`config.mk`:
```
export PLATFORM = sky130hd
export DESIGN_NAME = hawk_trnsl_cache
export DESIGN_NICKNAME = d
export VERILOG_FILES = /design/src/rtl/hawk_trnsl_cache.sv
export SDC_FILE = /design/constraint.sdc
export NUM_CORES = 1
export LEC_CHECK = 0
export CORE_UTILIZATION = 36
export DETAILED_ROUTE_END_ITERATION = 8
export PLACE_DENSITY_LB_ADDON = 0.3
export SLEW_MARGIN = 20
export SYNTH_ARGS = -nofsm -noshare
export SYNTH_HDL_FRONTEND = slang
export SYNTH_SLANG_ARGS = --single-unit
```
`constraint.sdc`:
```
create_clock -name clk_i -period 2.1 [get_ports clk_i]
set_input_delay 0.63 -clock clk_i [delete_from_list [all_inputs] [get_ports clk_i]]
set_output_delay 0.63 -clock clk_i [all_outputs]
set_load 0.005 [all_outputs]
```
`src/rtl/hawk_trnsl_cache.sv`:
```
// hawk_trnsl_cache: translation front-end for the page-read manager.
// Serves hppa->ppn translations from a small fully-associative cache and
// falls back to a single ATT lookup on a miss.
// Build option: define HAWK_TRNSL_CACHE_EN to build the cache storage and
// hit path. Without it every request takes the lookup path and inv_i /
// flush_i are ignored; ports and response timing are identical.

`ifndef HACD_AXI4_ADDR_WIDTH
`define HACD_AXI4_ADDR_WIDTH 64
`endif

module hawk_trnsl_cache #(
    parameter int unsigned ENTRIES = 4,
    parameter int unsigned ADDR_W  = `HACD_AXI4_ADDR_WIDTH,
    parameter int unsigned PN_W    = ADDR_W - 12
) (
    input  logic            clk_i,
    input  logic            rst_ni,
    // request side
    input  logic            req_valid_i,
    output logic            req_ready_o,
    input  logic [PN_W-1:0] req_hppa_i,
    input  logic            req_zero_blk_i,
    // translation output
    output logic            trnsl_valid_o,
    output logic [PN_W-1:0] trnsl_ppn_o,
    input  logic            trnsl_ready_i,
    // page-read-manager lookup
    output logic            lookup_o,
    output logic [PN_W-1:0] lookup_hppa_o,
    output logic            lookup_zero_blk_o,
    input  logic            pgrd_ready_i,
    // page-read-manager response
    input  logic            allow_access_i,
    input  logic [ADDR_W-1:0] ppa_i,
    input  logic [1:0]      sts_i,
    // invalidation
    input  logic            inv_i,
    input  logic [PN_W-1:0] inv_hppa_i,
    input  logic            flush_i,
    // debug
    output logic [2:0]      tc_state_o
);

    // ATT status encoding, mirrors hacd_pkg
    localparam logic [1:0] STS_UNCOMP = 2'b00;
    localparam logic [1:0] STS_COMP   = 2'b01;
    localparam logic [1:0] STS_INCOMP = 2'b10;

    localparam int unsigned IDX_W = (ENTRIES > 1) ? $clog2(ENTRIES) : 1;

    typedef enum logic [2:0] {
        ST_IDLE      = 3'd0,
        ST_HIT_OUT   = 3'd1,
        ST_MISS_REQ  = 3'd2,
        ST_MISS_WAIT = 3'd3,
        ST_RESP_OUT  = 3'd4
    } state_t;

    state_t            r_state;
    logic              r_req_ready;
    logic              r_trnsl_valid;
    logic [PN_W-1:0]   r_trnsl_ppn;
    logic              r_lookup;
    logic [PN_W-1:0]   r_lookup_hppa;   // captured request page number
    logic              r_lookup_zb;
    logic              r_kill;          // miss must not be cached

    logic              w_accept;
    logic              w_hit;
    logic [PN_W-1:0]   w_hit_ppn;
    logic              w_kill_now;
    logic              w_unused_ppa_lo;

    assign w_accept        = req_valid_i & r_req_ready;
    assign w_unused_ppa_lo = ^ppa_i[11:0];

`ifdef HAWK_TRNSL_CACHE_EN
    logic [ENTRIES-1:0] r_valid;
    logic [PN_W-1:0]    r_tag     [ENTRIES];
    logic [PN_W-1:0]    r_ppn_mem [ENTRIES];
    logic [IDX_W-1:0]   r_fill_ptr;

    logic               w_sts_ok;
    logic               w_fill;
    logic               w_match;
    logic [IDX_W-1:0]   w_match_idx;
    logic               w_free;
    logic [IDX_W-1:0]   w_free_idx;
    logic [IDX_W-1:0]   w_fill_idx;
    logic               w_fill_from_ptr;

    assign w_sts_ok   = (sts_i == STS_UNCOMP) || (sts_i == STS_INCOMP);
    assign w_kill_now = ((r_state == ST_MISS_REQ) || (r_state == ST_MISS_WAIT)) &&
                        (flush_i || (inv_i && (inv_hppa_i == r_lookup_hppa)));
    // a same-cycle kill also blocks the fill, so invalidate wins over fill
    assign w_fill     = (r_state == ST_MISS_WAIT) && allow_access_i && w_sts_ok &&
                        !r_kill && !w_kill_now;

    // hit search against the incoming request
    always_comb begin
        w_hit     = 1'b0;
        w_hit_ppn = '0;
        for (int unsigned i = 0; i < ENTRIES; i++) begin
            if (!w_hit && r_valid[i] && (r_tag[i] == req_hppa_i)) begin
                w_hit     = 1'b1;
                w_hit_ppn = r_ppn_mem[i];
            end
        end
    end

    // fill target: existing tag, else lowest invalid entry, else round-robin
    always_comb begin
        w_match     = 1'b0;
        w_match_idx = '0;
        w_free      = 1'b0;
        w_free_idx  = '0;
        for (int unsigned i = 0; i < ENTRIES; i++) begin
            if (!w_match && r_valid[i] && (r_tag[i] == r_lookup_hppa)) begin
                w_match     = 1'b1;
                w_match_idx = IDX_W'(i);
            end
            if (!w_free && !r_valid[i]) begin
                w_free     = 1'b1;
                w_free_idx = IDX_W'(i);
            end
        end
        w_fill_from_ptr = !w_match && !w_free;
        if (w_match)
            w_fill_idx = w_match_idx;
        else if (w_free)
            w_fill_idx = w_free_idx;
        else
            w_fill_idx = r_fill_ptr;
    end

    // cache storage: fill, then invalidate/flush override the valid bits
    always_ff @(posedge clk_i or negedge rst_ni) begin
        if (!rst_ni) begin
            r_valid    <= '0;
            r_fill_ptr <= '0;
            for (int unsigned i = 0; i < ENTRIES; i++) begin
                r_tag[i]     <= '0;
                r_ppn_mem[i] <= '0;
            end
        end else begin
            if (w_fill) begin
                r_valid[w_fill_idx]   <= 1'b1;
                r_tag[w_fill_idx]     <= r_lookup_hppa;
                r_ppn_mem[w_fill_idx] <= ppa_i[ADDR_W-1:12];
                if (w_fill_from_ptr)
                    r_fill_ptr <= r_fill_ptr + 1'b1;
            end
            if (flush_i) begin
                r_valid <= '0;
            end else if (inv_i) begin
                for (int unsigned i = 0; i < ENTRIES; i++) begin
                    if (r_tag[i] == inv_hppa_i)
                        r_valid[i] <= 1'b0;
                end
            end
        end
    end
`else
    logic w_unused_nocache;

    assign w_hit            = 1'b0;
    assign w_hit_ppn        = '0;
    assign w_kill_now       = 1'b0;
    assign w_unused_nocache = ^{inv_i, inv_hppa_i, flush_i, sts_i, r_kill,
                                STS_COMP, STS_UNCOMP, STS_INCOMP};
`endif

    // control FSM with registered outputs
    always_ff @(posedge clk_i or negedge rst_ni) begin
        if (!rst_ni) begin
            r_state       <= ST_IDLE;
            r_req_ready   <= 1'b0;
            r_trnsl_valid <= 1'b0;
            r_trnsl_ppn   <= '0;
            r_lookup      <= 1'b0;
            r_lookup_hppa <= '0;
            r_lookup_zb   <= 1'b0;
            r_kill        <= 1'b0;
        end else begin
            case (r_state)
                ST_IDLE: begin
                    if (w_accept) begin
                        r_req_ready   <= 1'b0;
                        r_lookup_hppa <= req_hppa_i;
                        r_lookup_zb   <= req_zero_blk_i;
                        // zero-block writes always go to the page-read manager
                        if (w_hit && !req_zero_blk_i) begin
                            r_state       <= ST_HIT_OUT;
                            r_trnsl_valid <= 1'b1;
                            r_trnsl_ppn   <= w_hit_ppn;
                        end else begin
                            r_state  <= ST_MISS_REQ;
                            r_kill   <= 1'b0;
                            r_lookup <= pgrd_ready_i;
                        end
                    end else begin
                        r_req_ready <= 1'b1;
                    end
                end
                ST_HIT_OUT, ST_RESP_OUT: begin
                    if (trnsl_ready_i) begin
                        r_trnsl_valid <= 1'b0;
                        r_req_ready   <= 1'b1;
                        r_state       <= ST_IDLE;
                    end
                end
                ST_MISS_REQ: begin
                    if (w_kill_now)
                        r_kill <= 1'b1;
                    // lookup pulse is a registered copy of pgrd_ready_i
                    if (r_lookup) begin
                        r_lookup <= 1'b0;
                        r_state  <= ST_MISS_WAIT;
                    end else if (pgrd_ready_i) begin
                        r_lookup <= 1'b1;
                    end
                end
                ST_MISS_WAIT: begin
                    if (w_kill_now)
                        r_kill <= 1'b1;
                    if (allow_access_i) begin
                        r_trnsl_ppn   <= ppa_i[ADDR_W-1:12];
                        r_trnsl_valid <= 1'b1;
                        r_state       <= ST_RESP_OUT;
                    end
                end
                default: begin
                    r_state     <= ST_IDLE;
                    r_req_ready <= 1'b0;
                end
            endcase
        end
    end

    assign req_ready_o       = r_req_ready;
    assign trnsl_valid_o     = r_trnsl_valid;
    assign trnsl_ppn_o       = r_trnsl_ppn;
    assign lookup_o          = r_lookup;
    assign lookup_hppa_o     = r_lookup_hppa;
    assign lookup_zero_blk_o = r_lookup_zb;
    assign tc_state_o        = r_state;

endmodule

```
Yosys cells after proc, flatten, opt, wreduce, memory -nomap -nowiden
Index checks and enable logic that the tools add are counted.

Register bits after elaboration: 111. Input bits: 179. Output and inout port bits: 111. Logic and storage cells: 43.

Equality and inequality tests: 8. Mux-type cells: 15. Bitwise gates (word level): 2. Reduce and logical (&&, ||, !) cells: 11.

Operators by type and width (number): two-way mux 3 bit (4); case mux 3 bit (4 select lines) (1); != test 2 bit, second input constant (4); AND reduction 2 bit (4); two-way mux 1 bit (7); equality test 3 x 2 -> 1 bit, second input constant (2); case mux 1 bit (2 select lines) (2); AND reduction 4 bit (1); nonzero test 2 bit (2); OR reduction 2 bit (2); equality test 3 x 1 -> 1 bit, second input constant (1); equality test 3 bit, second input constant (1); logical NOT 3 bit (1); case mux 1 bit (3 select lines) (1); AND reduction 3 bit (1); AND 1 bit (1); inverter 1 bit (1).

Longest topological paths before layout
Depth in word-level cells: 4. Gate-level depth with buffers: 5. Depth with buffers taken out: 3.

Worst setup path after synthesis
Ideal clock, no wire load.

Kind: input port to flip-flop. Start point: input req_valid_i. End point: register r_lookup_hppa[10], in the netlist lookup_hppa_o[10]. Setup time: 0.125 ns. Arrival time: 1.677 ns. Data required time: 1.975 ns. Slack: 0.298 ns. Cell stages on the path: 5. Buffers on the path: 2. Cell sequence: nand2_1 or4_4 buf_6 buf_6 mux2_4.

Word-level cells in the longest chain between the ends: 2.

RTL lines: start: declaration (RTL line 20) `input logic req_valid_i,`; AND 1 bit (RTL line 75) `assign w_accept = req_valid_i & r_req_ready;`; AND reduction 2 bit (no line); end signal: assignment (RTL line 190) `r_lookup_hppa <= req_hppa_i;`; end: declaration (RTL line 65) `logic [PN_W-1:0] r_lookup_hppa;`.

Every way passes these cells. A chain may end at the register's enable or synchronous reset.

Final worst setup path
Start point: register r_state[2], in the netlist tc_state_o[2]. End point: output tc_state_o[2].

RTL lines: start: declaration (RTL line 60) `state_t r_state;`; start signal: assignment (RTL line 177) `r_state <= ST_IDLE;`; start signal: assignment (RTL line 194) `r_state <= ST_HIT_OUT;`; start signal: assignment (RTL line 198) `r_state <= ST_MISS_REQ;`; end: declaration (RTL line 42) `output logic [2:0] tc_state_o`.

No word-level cell between the ends.

==> impl.org <==
** Status
- Result of the run :: completed

** Yosys
- The cell count after synthesis came out at 256.
- In the synthesized netlist the dominant register cell turns out to be sky130_fd_sc_hd__dfrtp_1.
- The synthesized design contains 0 enable-type register cells.
- Area fraction of the dominant cell type after synthesis :: a little over three fifths
- Counting flops with an async set or reset pin after synthesis yields a share of 100%.
- Dividing the synthesized area by the synthesized cell count gives 17.3 sq um.
- After synthesis, the most frequently instantiated cells are sky130_fd_sc_hd__dfrtp_1, sky130_fd_sc_hd__mux2_2, sky130_fd_sc_hd__mux2_4.
- Post-synthesis instance area :: between 4000 and 5000 sq um
- Of all cell types, the one taking the most synthesized area is sky130_fd_sc_hd__dfrtp_1.
- The number of different library cells used by synthesis comes to 23.
- Among all cell types in the netlist, the one instantiated most often is sky130_fd_sc_hd__dfrtp_1.
- Synthesis inferred 111 register bits.
- Sequential elements use around 63% of the synthesized area.
- When the netlist entered floorplanning its net count stood at 435.
- Largest cells by area after synthesis :: sky130_fd_sc_hd__dfrtp_1, sky130_fd_sc_hd__mux2_4, sky130_fd_sc_hd__mux2_2
- Yosys printed 0 warnings.

** Finish
- Summing all non-filler instances in the final layout gives an area of between 7000 and 8000 sq um.
- Number of nets in the final layout :: about 660
- Fill cell instance count of the final layout :: 970
- Layout-stage area growth over the synthesis result :: 60.4%
- Cells fill about 59% of the core in the end.
- Number of antenna diodes :: 0
- Share of cells above drive strength 1 :: a little over a quarter

** Global routing
- The first global-routing pass estimated between 15000 and 20000 um of wire.
- Initial antenna violation count :: 0
- Pin count of the biggest net entering global routing :: 112
- Total GRT Usage :: approximately 16%
- The number of global-route vias before repair came to 3107.
- Overflow after GRT :: 0

** Min path
- Hold Path Class :: input pin to asynchronous set/reset pin

** Clocking
- Clk root buf :: sky130_fd_sc_hd__clkbuf_16
- Number of buffers created by CTS :: 9
- Source-to-sink clock delay at the later pin of the worst-skew pair :: 0.34 ns
- In this run the number of H-tree levels came out at 3.
- Number of clock sinks :: roughly 110
- TritonCTS clock tree :: yes
- Clock-pin slew was measured on the worst setup and hold paths at approximately 0.070 ns.
- No sink is reached through more buffers than the 2 on the longest clock path.
- Hold buffer count at cts :: 0

** Run
- MaxCap Viol Count :: 0

** STA
- Setup_tns :: 0 ns
- Timing would allow up to 503 MHz.
- Period Utilization, post-route :: a little over nine tenths
- Subtracting the final worst setup slack from the clock period gives about 2 ns.
- Slew at the pin with the worst max-slew slack :: 0.592 ns
- Number of max-slew violations in the final report :: 0
- Clock skew :: roughly 0.0052 ns
- The worst path meets setup with approximately 0.11 ns of slack.
- Final number of hold-violating endpoints :: 0
- RSZ-0062 raised after global routing :: false
- Max_slew headroom :: roughly three fifths
- Setup violations remaining at the end of the flow were counted as 0.

** Pwr
- Leakage power total :: ~3.2 nW
- Dividing total power by cell area gives a power density of 1410 nW/um^2.
- Power after layout :: 0.00999 W
- Maximum resistive drop on vdd :: 0.000777 V

** Worst setup path
- Max FO, Critical Path :: 11
- Data arrival at the endpoint of the critical path :: around 1.4 ns
- On the worst path, the slowest cell contributes a delay of approximately 0.56 ns.
- Family with the most delay on the worst path :: buffers and inverters
- Slowest stage cell on the critical path :: sky130_fd_sc_hd__clkdlybuf4s50_1
- CP Data Required Time :: 1.47 ns
- In this run the number of cells on the critical path is 1.
- Class of the most critical setup path :: flip-flop to output pin
- Cells traversed along the worst timing path :: clkdlybuf4s50_1
- Startpoint kind of the worst setup timing path :: flip-flop
- The most critical setup path has its startpoint at tc_state_o[2]$_DFFE_PN0P_.
- Startpoint of the worst-slack reg-to-reg timing path :: tc_state_o[1]$_DFFE_PN0P_
- Buffering stage count on the worst path with inverters included :: 1
- Capturing element type of the critical path :: output pin
- Measured in cells, the most critical reg-to-reg path has a length of 3.

** Floorplan
- Std-Cell Core Area :: between 10000 and 15000 sq um
- During I/O placement, the number of pins put on the boundary was 290.
- Die Outline Area :: between 10000 and 15000 sq um
- Row Count :: 40
- DIE WIDTH :: ~110 um
- Vertical die dimension :: between 100 and 150 um
- The initial utilization of the core area, before any placement, comes to 36.9%.

** Route
- Wire length per cell after detailed routing :: about 16 um
- The routed layout has slightly below 3000 vias.
- Iteration-0 DRC Markers :: between 100 and 150
- Router iterations before antenna repair :: 4
- Antenna-violating nets left :: 0
- Wires add up to between 10000 and 15000 um.
- After detailed routing, the number of vias per cell comes to roughly 4.6.
- Residual DRC count :: 0

** Place
- Once detailed placement completed, the half-perimeter wirelength came to around 7300 um.
- Placed instance area :: around 7000 sq um
- Port buffering added approximately 220 buffers.
- Pre-CTS worst setup slack :: -0.233 ns
- Global placer's final weighted congestion :: 0.722
layer usage:
metal / up-vias / track usage (%) / routed length [um]
li1: 1350 / - / -
met1: 1446 / 20.0 / 4200
met2: 130 / 25.9 / 4840
met3: 14 / 5.57 / 874
met4: 0 / 7.54 / 205
met5: - / 0 / 0
worst reg2reg max path: cells and delay by family, from the launching register on:
family	cells	cell delay, ns
buffers and inverters	1	0.21
flip-flops	1	0.47
multiplexers	1	0.34
AND/OR/NAND/NOR	1	0.58
repair_timing:
item                                    in CTS  in global routing
setup buffers                                0                  0
gates resized for setup                      1                  1
gates cloned                                 0                  0
endpoints found under the setup margin       1                  1
endpoints found under the hold margin        0                  0
cells in the final DEF (no fill, tap or decap):
| cell type | count |
|---|---|
| sky130_fd_sc_hd__clkinvlp_4 | 1 |
| sky130_fd_sc_hd__inv_1 | 1 |
| sky130_fd_sc_hd__o21ai_0 | 1 |
| sky130_fd_sc_hd__mux2_4 | 49 |
| sky130_fd_sc_hd__or4_4 | 1 |
| sky130_fd_sc_hd__nand2b_1 | 3 |
| sky130_fd_sc_hd__a22o_1 | 1 |
| sky130_fd_sc_hd__buf_12 | 3 |
| sky130_fd_sc_hd__nand2_1 | 2 |
| sky130_fd_sc_hd__a2bb2oi_1 | 1 |
| sky130_fd_sc_hd__clkdlybuf4s50_1 | 220 |
| sky130_fd_sc_hd__dfrtp_2 | 2 |
| sky130_fd_sc_hd__and3b_1 | 1 |
| sky130_fd_sc_hd__clkinv_2 | 2 |
| sky130_fd_sc_hd__o31ai_1 | 1 |
| sky130_fd_sc_hd__o211ai_1 | 1 |
| sky130_fd_sc_hd__clkbuf_8 | 2 |
| sky130_fd_sc_hd__a32o_1 | 1 |
| sky130_fd_sc_hd__a21oi_1 | 2 |
| sky130_fd_sc_hd__nand2_2 | 1 |
| sky130_fd_sc_hd__and3_1 | 1 |
| sky130_fd_sc_hd__clkbuf_1 | 2 |
| sky130_fd_sc_hd__mux2_2 | 56 |
| sky130_fd_sc_hd__o22a_1 | 1 |
| sky130_fd_sc_hd__a21o_1 | 1 |
| sky130_fd_sc_hd__nand3b_1 | 1 |
| sky130_fd_sc_hd__mux2i_1 | 2 |
| sky130_fd_sc_hd__dfrtp_1 | 109 |
| sky130_fd_sc_hd__buf_4 | 8 |
| sky130_fd_sc_hd__clkbuf_16 | 9 |
| sky130_fd_sc_hd__nor2_1 | 3 |
where the power goes:
group,switching (W),total [W],internal (W)
Clock,0.000746,0.00161,0.000868
Sequential,0.000594,0.00382,0.00322
Combinational,0.00123,0.00456,0.00333
Total,0.00257,0.00999,0.00742
cell families after synthesis:
| group | Yosys count | share of synthesized area (%) |
|---|---|---|
| compound gates | 10 | 1.67 |
| buf+inv | 15 | 2.65 |
| flops | 111 | 62.7 |
| mux | 107 | 31.3 |
| simple gates | 13 | 1.69 |
cell type report:
type / count / area [sq um] / share of cell area, %
Timing Repair Buffer: 231 / 2320 / 32.7
Sequential cell: 111 / 2780 / 39.1
Clock inverter: 3 / 17.5 / 0.247
Inverter: 1 / 3.75 / 0.0528
Clock buffer: 13 / 260 / 3.66
Tap cell: 147 / 184 / 2.59
Multi-Input combinational cell: 130 / 1540 / 21.6
final timing paths:
| check | to | slack, ns |
|---|---|---|
| worst min-delay path | trnsl_ppn_o[14]$_DFFE_PN0P_ | 0.35 |
| worst min register to register | trnsl_ppn_o[48]$_DFFE_PN0P_ | 0.50 |
| worst max register to register | lookup_hppa_o[20]$_DFFE_PN0P_ | 0.39 |
| max in group asynchronous | tc_state_o[2]$_DFFE_PN0P_ | 1.26 |
| min in group clk_i | trnsl_ppn_o[48]$_DFFE_PN0P_ | 0.50 |
| worst max-delay path | tc_state_o[2] | 0.11 |
sequential cells by signal, summed over array words and instances (netlist names):
signal / count
lookup_zero_blk_o: 1
tc_state_o: 3
req_ready_o: 1
lookup_o: 1
trnsl_ppn_o: 52
trnsl_valid_o: 1
lookup_hppa_o: 52
through the flow:
stage	instances	hold WS, ns
after floorplan	256	0.334
after global placement	620	0.485
after detailed placement	620	0.492
after CTS	636	0.380
after global routing	636	0.408
final	636	0.354
Power figures use the tool's default switching activity.
